[src/rtl/add_round_key_stage.sv]
// Registered AES-256 AddRoundKey stage: selects raw, column-mixed or shifted-only
// state by round, XORs in the round key and queues results in a 2-entry FIFO.
//
// Handshake: a beat transfers upstream when in_valid & in_ready, downstream when
// out_valid & out_ready. in_ready depends only on the registered fill count, so a
// full FIFO never accepts a beat even if the head pops in the same cycle.
module add_round_key_stage #(
  parameter int NR = 14,
  parameter int RW = 4
) (
  input  logic          clk,
  input  logic          rst_n,
  input  logic          in_valid,
  output logic          in_ready,
  input  logic          in_first,
  input  logic [127:0]  sr_data,
  input  logic [127:0]  mc_data,
  input  logic [127:0]  round_key,
  output logic          out_valid,
  input  logic          out_ready,
  output logic [127:0]  out_data,
  output logic [RW-1:0] out_round,
  output logic          out_last,
  output logic          err
);

  localparam logic [RW-1:0] NR_R = RW'(NR);

  logic [1:0]    count;
  logic [RW-1:0] rnd;

  // Head entry drives the outputs directly; the tail entry is the second slot.
  logic [127:0]  head_data;
  logic [RW-1:0] head_round;
  logic          head_last;
  logic [127:0]  tail_data;
  logic [RW-1:0] tail_round;
  logic          tail_last;

  logic          accept;
  logic          pop;
  logic          push;
  logic          beat_push;
  logic          beat_err;
  logic [127:0]  beat_data;
  logic [RW-1:0] beat_round;
  logic          beat_last;
  logic [RW-1:0] rnd_next;

  assign in_ready  = (count < 2'd2);
  assign out_valid = (count != 2'd0);
  assign accept    = in_valid & in_ready;
  assign pop       = out_valid & out_ready;
  assign push      = accept & beat_push;

  assign out_data  = head_data;
  assign out_round = head_round;
  assign out_last  = head_last;

  always_comb begin
    beat_push  = 1'b1;
    beat_err   = 1'b0;
    beat_data  = sr_data ^ round_key;
    beat_round = '0;
    beat_last  = 1'b0;
    rnd_next   = rnd;
    if (in_first) begin
      // A first beat always restarts the block, even mid-block.
      rnd_next = RW'(1);
    end else if (rnd == '0) begin
      beat_push = 1'b0;
      beat_err  = 1'b1;
    end else if (rnd == NR_R) begin
      beat_round = NR_R;
      beat_last  = 1'b1;
      rnd_next   = '0;
    end else begin
      beat_data  = mc_data ^ round_key;
      beat_round = rnd;
      rnd_next   = rnd + RW'(1);
    end
  end

  always_ff @(posedge clk or negedge rst_n) begin
    if (!rst_n) begin
      rnd <= '0;
      err <= 1'b0;
    end else if (accept) begin
      rnd <= rnd_next;
      if (beat_err) err <= 1'b1;
    end
  end

  always_ff @(posedge clk or negedge rst_n) begin
    if (!rst_n) begin
      count      <= 2'd0;
      head_data  <= '0;
      head_round <= '0;
      head_last  <= 1'b0;
      tail_data  <= '0;
      tail_round <= '0;
      tail_last  <= 1'b0;
    end else begin
      case (count)
        2'd0: begin
          if (push) begin
            head_data  <= beat_data;
            head_round <= beat_round;
            head_last  <= beat_last;
            count      <= 2'd1;
          end
        end
        2'd1: begin
          if (push && pop) begin
            head_data  <= beat_data;
            head_round <= beat_round;
            head_last  <= beat_last;
          end else if (push) begin
            tail_data  <= beat_data;
            tail_round <= beat_round;
            tail_last  <= beat_last;
            count      <= 2'd2;
          end else if (pop) begin
            // Head registers keep their value so outputs hold while empty.
            count <= 2'd0;
          end
        end
        default: begin
          if (pop) begin
            head_data  <= tail_data;
            head_round <= tail_round;
            head_last  <= tail_last;
            count      <= 2'd1;
          end
        end
      endcase
    end
  end

endmodule

[config.mk]
export PLATFORM = sky130hd
export DESIGN_NAME = add_round_key_stage
export DESIGN_NICKNAME = d
export VERILOG_FILES = /design/src/rtl/add_round_key_stage.sv
export SDC_FILE = /design/constraint.sdc
export NUM_CORES = 1
export LEC_CHECK = 0
export CAP_MARGIN = 20
export CELL_PAD_IN_SITES_DETAIL_PLACEMENT = 1
export CELL_PAD_IN_SITES_GLOBAL_PLACEMENT = 1
export CORE_ASPECT_RATIO = 0.7
export CORE_MARGIN = 5
export CORE_UTILIZATION = 35
export CTS_CLUSTER_SIZE = 16
export DETAILED_ROUTE_END_ITERATION = 12
export HOLD_SLACK_MARGIN = 0.02
export MAX_ROUTING_LAYER = met4
export PLACE_DENSITY_LB_ADDON = 0.1
export SYNTH_ARGS = -nofsm -noshare
export SYNTH_HDL_FRONTEND = slang
export SYNTH_SLANG_ARGS = --single-unit
[constraint.sdc]
create_clock -name clk -period 2.7 [get_ports clk]
set_input_delay 0.54 -clock clk [delete_from_list [all_inputs] [get_ports clk]]
set_output_delay 0.54 -clock clk [all_outputs]
set_load 0.05 [all_outputs]
* Word level (Yosys, flattened, before mapping)
Cells that the tools add are included.
** Word-level totals
- Logic and storage cells :: 68
- Input port bits :: 389
- Output and inout port bits :: 136
- Register bits after elaboration :: 273
** Operators by class
- Add/sub/neg operators :: 1
- Eq/ne operators :: 7
- Multiplexer cells :: 34
- Bitwise operators :: 6
- $lt $le $gt $ge :: 1
- Reductions and logical operators :: 10
** Operators by type and width (number)
- $mux W128 :: 6
- $pmux W128 S2 :: 1
- $xor A128 B128 Y128 :: 2
- $mux W4 :: 9
- $mux W1 :: 10
- $mux W2 :: 5
- $ne A2 B2 Y1 const B :: 4
- $pmux W4 S2 :: 1
- $reduce_and A3 Y1 :: 2
- $add A4 B1 Y4 const B :: 1
- $eq A4 B4 Y1 const B :: 1
- $logic_not A4 Y1 :: 1
- $pmux W2 S2 :: 1
- $reduce_and A2 Y1 :: 2
- $reduce_and A4 Y1 :: 1
- $and A1 B1 Y1 :: 3
- $ne A3 B3 Y1 const B :: 1
- $reduce_bool A3 Y1 :: 1
- $eq A2 B1 Y1 const B :: 1
- $logic_not A2 Y1 :: 1
- $lt A2 B2 Y1 const B :: 1
- $pmux W1 S2 :: 1
- $reduce_bool A2 Y1 :: 1
- $logic_and A1 B1 Y1 :: 1
- $not A1 Y1 :: 1

* Logic depth before layout (Yosys ltp)
- Word-level depth :: 7
- Depth in mapped cells :: 10
- Gate-level depth less buffers :: 6

* Least setup slack after synthesis
Ideal clock, no wire load.
- Path type :: register -> output
- Start :: reg count[1]
- End :: out out_valid
- Required time :: 2160 ps
- Buffers on the path :: 3
- Arrival time :: 2014 ps
- Setup slack :: 146 ps
- Cell stages (with the launch flop) :: 6
- Cell sequence :: dfrtp_1 -> clkbuf_1 -> clkbuf_1 -> inv_1 -> clkbuf_1 -> nand2_1
** Between the ends
- Word-level cells in the longest chain between the ends :: 1
** RTL lines
- start, declared :: RTL line 29 : logic [1:0] count;
- start signal, assigned :: RTL line 96 : count <= 2'd0;
- start signal, assigned :: RTL line 110 : count <= 2'd1;
- start signal, assigned :: RTL line 122 : count <= 2'd2;
- $reduce_bool A2 Y1 :: RTL line 51 : assign out_valid = (count != 2'd0);
- end, declared :: RTL line 19 : output logic out_valid,
Every way passes these cells.

* Worst setup path after layout
- Start :: reg rnd[0]
- End :: reg head_data[100] (netlist: out_data[100])
** Between the ends
- Word-level cells in the longest chain between the ends :: 7
- Elaborated cells between the ends (all ways) :: 15
- Those cells by class :: 3 x eq/ne; 8 x mux; 1 x bitwise; 3 x reduce/logical
** RTL lines
- start, declared :: RTL line 30 : logic [RW-1:0] rnd;
- start signal, assigned :: RTL line 89 : rnd <= rnd_next;
- $logic_not A4 Y1 :: RTL line 70 : end else if (rnd == '0) begin
- $mux W1 :: RTL line 70
- $mux W1 :: RTL line 67 : if (in_first) begin
- $and A1 B1 Y1 :: RTL line 54 : assign push = accept & beat_push;
- $logic_and A1 B1 Y1 :: RTL line 114 : if (push && pop) begin
- $ne A2 B2 Y1 (no line)
- $reduce_and A3 Y1 (no line)
- end signal, assigned :: RTL line 107 : head_data <= beat_data;
- end signal, assigned :: RTL line 115 : head_data <= beat_data;
- end signal, assigned :: RTL line 130 : head_data <= tail_data;
- end, declared :: RTL line 33 : logic [127:0] head_data;
Several ways; a longest one is shown, not always the timed one. The select of a mux whose other input is x is not followed.
A chain may end at the register's enable or synchronous reset.

==> metrics.md <==
| Metric | Value |
|---|---|
| Outcome | completed |
| Pre-Repair DR Iteration Count | 5 |
| Final Instance Area | 24600 µm² |
| Maximum number of buffers from clock root to sink | 3 |
| Final count of negative-setup-slack endpoints | 0 |
| Overall routing resource usage | 25.7% |
| Capturing element type of the critical path | flop |
| Internal power of the cells | 13600 µW |
| Fin crit period | 2.57 ns |
| Number of warning messages in the yosys log | 0 |
| Share of the core filled with cells in the final layout | 49.9% |
| Main area contributors after synthesis | sky130_fd_sc_hd__dfrtp_1, sky130_fd_sc_hd__nor2b_1, sky130_fd_sc_hd__nand2b_1 |
| Number of sinks handled by clock tree synthesis | 273 |
| Proportion of synthesized area in mux cells | 4.59% |
| Clock transition at the register clock pins on the worst setup and hold paths after CTS | 0.06 ns |
| Switching share of total power | 45.9% |
| Number of nets in the final layout | 2795 |
| Static power due to leakage | 0.00983 µW |
| Portion of the clock cycle consumed by the worst path in the final layout | 95.1% |
| Highest fanout seen on the critical path | 36 |
| Dpl hpwl | 50.1 mm |
| Post-Synth XOR/XNOR Area | 0% |
| Wire length of the first global-routing pass | 110 mm |
| Complex-gate fraction of the synthesized area | 24.9% |
| Area of the core region | 49300 µm² |
| Gate count of the mapped netlist | 1969 |
| Library cell occupying the most area in the post-synthesis netlist | sky130_fd_sc_hd__dfrtp_1 |
| Maximum vdd ir drop | 0.767 mV |
| Register bit count reported by yosys | 273 |
| Class of the tightest hold or removal check | flop to flop |
| Final Routed Wirelength | 71.8 mm |
| Maximum clock frequency | 0.389 GHz |
| Latest clock arrival within the worst-skew pair | 0.57 ns |
| Main synth FF type | sky130_fd_sc_hd__dfrtp_1 |
| Total number of placement rows | 68 |
| Slew of the pin with the lowest slew margin | 0.909 ns |
| TritonCTS Buffers | 29 |
| Clk pwr share | 18.1% |
| CTS H-tree depth | 1 |
| Ys async rst share | 100% |
| Required time worst endpoint | 3.18 ns |
| Routed WL per cell | 23.1 µm |
| Final Hold Violating Endpoints | 0 |
| Cell area after placement | 23500 µm² |
| Root Buffer Master | sky130_fd_sc_hd__clkbuf_16 |
| Post-CTS Setup Bufs | 0 |
| FF/Latch Area | 6840 µm² |
| Initial core utilization | 35.3% |
| Clock Skew | 0.0161 ns |
| Largest net degree at the start of global routing | 125 |
| Drt drc | 0 |
| Proportion of layout cells with a drive suffix above 1 | 7.71% |
| Max-Cap Viols | 0 |
| Most used standard cells in the synthesized netlist | sky130_fd_sc_hd__nor2b_1, sky130_fd_sc_hd__dfrtp_1, sky130_fd_sc_hd__nand2b_1 |
| Average vias per placed instance | 5.71 |
| Area of combinational cells with multiple inputs | 9950 µm² |
| Area share of the leading cell type in the synthesized netlist | 39.2% |
| Post-route insts no fill | 3105 |
| Final Max Tran Viols | 0 |
| Residual overflow from global routing | 0 |
| Fraction of power consumed by combinational cells | 53.3% |
| Via total after detailed routing | 17700 |
| Cell area after synthesis | 17400 µm² |
| Adder and majority cell fraction of the synthesized area | 0.216% |
| Share of the yosys chip area belonging to registers | 39.2% |
| Area growth syn-to-layout | 41.3% |
| Area enclosed by the die boundary | 54400 µm² |
| RSZ-0062 raised after global routing | no |
| Dominant combinational cell family by area after synthesis | simple AND/OR/NAND/NOR gates |
| Via count of the first global-routing pass | 18700 |
| Kind of critical path | flop to flop |
| Kind of start point of the critical path | flop |
| Sequential share of power | 28.6% |
| Post-synthesis net count | 2361 |
| Horiz. Die Dim | 277 µm |
| Distinct cells, synth | 39 |
| Count of flip-flops with a built-in enable after synthesis | 0 |
| Number of antenna violations at the first check in global routing | 14 |
| Antenna viol nets, final | 0 |
| Most frequent cell after synthesis | sky130_fd_sc_hd__nor2b_1 |
| WP data arrival | 3.05 ns |
| Cell total after placement | 3036 |
| Weighted congestion reported at the end of routability-driven placement | 0.838 |
| Number of design-rule violations left by the first detailed-router iteration | 846 |
| Filler cells | 5598 |
| Port Buffer Count | 524 |
| CTS tree | yes |
| Top-Level Pins | 525 |
| Area share of and/or/nand/nor cells after synthesis | 27.1% |
| Max-slew headroom | 37.8% |
| Net Sw Power | 11500 µW |
| Ratio of total power to cell area | 1020 nW/µm² |
| Overall die height | 197 µm |
| Mean post-synth cell area | 8.84 µm² |
[sequential cells by signal (all words and copies together) (netlist names), 2 cells and up]
name	cells
tail_data	128
out_round	4
out_data	128
count	2
rnd	4
tail_round	4
[layout make-up]
class,instances,share of cell area (%)
clock buffer,34,3.11
tap,665,3.38
inverter,6,0.102
timing repair buffer,571,23.7
antenna,14,0.142
clock inverter,20,1.27
sequential,273,27.8
multi-input combinational,1522,40.5
[layout by cell type, fill, tap and decap left out, types with 2 or more instances in the layout]
cell	netlist	routed
sky130_fd_sc_hd__o41ai_1	3	3
sky130_fd_sc_hd__inv_1	5	4
sky130_fd_sc_hd__buf_12	0	19
sky130_fd_sc_hd__a221o_1	70	70
sky130_fd_sc_hd__buf_4	0	30
sky130_fd_sc_hd__nand2b_1	234	234
sky130_fd_sc_hd__a2111oi_1	0	3
sky130_fd_sc_hd__clkinv_2	0	8
sky130_fd_sc_hd__nor2b_1	281	281
sky130_fd_sc_hd__dfrtp_1	273	272
sky130_fd_sc_hd__bufinv_16	0	8
sky130_fd_sc_hd__a2111oi_0	58	54
sky130_fd_sc_hd__o32ai_1	70	70
sky130_fd_sc_hd__clkinvlp_4	0	2
sky130_fd_sc_hd__a31oi_1	2	2
sky130_fd_sc_hd__nand3_1	4	3
sky130_fd_sc_hd__o2111ai_1	70	70
sky130_fd_sc_hd__nor2_1	120	119
sky130_fd_sc_hd__nor3_1	2	2
sky130_fd_sc_hd__clkbuf_1	134	3
sky130_fd_sc_hd__and3_1	72	71
sky130_fd_sc_hd__a21oi_1	119	119
sky130_fd_sc_hd__ha_1	3	3
sky130_fd_sc_hd__diode_2	0	14
sky130_fd_sc_hd__a32oi_1	58	58
sky130_fd_sc_hd__clkbuf_8	0	2
sky130_fd_sc_hd__o21a_1	2	2
sky130_fd_sc_hd__clkbuf_16	0	29
sky130_fd_sc_hd__o21ai_0	127	127
sky130_fd_sc_hd__mux2_2	71	71
sky130_fd_sc_hd__nand2_1	141	141
sky130_fd_sc_hd__clkdlybuf4s50_1	0	520
sky130_fd_sc_hd__o31ai_1	2	2
[power by group through the flow]
stage	Clock, µW	Combinational, µW	Sequential, µW
2_1_floorplan	0	5000	10200
3_3_place_gp	0	13100	7080
3_5_place_dp	0	13400	7210
4_1_cts	4670	13500	7170
5_1_grt	4870	14200	7400
6_report	4560	13400	7180
[what timing repair did]
item                                   4_1_cts  5_1_grt
endpoints found under the hold margin       64        0
setup endpoints to repair                    1        4
hold buffers                                 1        0
resized for setup                            1        4
[routing by layer]
metal  up-vias  part of all wire (%)  GRT usage, %
li1       8144                     -             -
met1      9046                    42          31.1
met2       416                    49          43.0
met3       134                   5.3          5.80
met4         0                   3.6          8.43
met5         -                     0             -
[worst paths after layout]
| kind | from | end | slack, ns | cells after the start |
|---|---|---|---|---|
| worst max-delay path | rnd[0] | out_data[100] | 0.13 | 7 |
| worst min-delay path | err | err | 0.47 | 1 |
| worst max register to register | rnd[0] | out_data[100] | 0.13 | 7 |
| worst min register to register | err | err | 0.47 | 1 |
| max in group asynchronous | rst_n | count[1] | 1.33 | 3 |
| min in group asynchronous | rst_n | tail_data[25] | 0.54 | 2 |
[through the flow]
stage	total power, µW	setup slack [ns]	setup TNS [ns]	hold WS, ns
after global placement	20200	0.254	0	0.456
after CTS	25300	0.147	0	0.479
after detailed placement	20600	-0.0466	-0.0466	0.464
final	25100	0.132	0	0.473
after floorplan	15200	0.146	0	0.244
after global routing	26500	0.00529	0	0.492
[critical path, stage by stage (launching register included)]
cell	delay [ns]
sky130_fd_sc_hd__dfrtp_1	0.40
sky130_fd_sc_hd__inv_1	0.13
sky130_fd_sc_hd__ha_1	0.27
sky130_fd_sc_hd__and3_4	0.35
sky130_fd_sc_hd__buf_4	0.27
sky130_fd_sc_hd__a2111oi_0	0.69
sky130_fd_sc_hd__o21ai_0	0.16
sky130_fd_sc_hd__a21oi_1	0.17
[kinds of logic after synthesis]
group                      Yosys count
AOI/OAI and AO/OA                  590
DFF                                273
buffers and inverters              174
adders and majority gates            3
muxes                               71
and+or+nand+nor                    858
No activity file was read; power rests on OpenSTA's default activity.
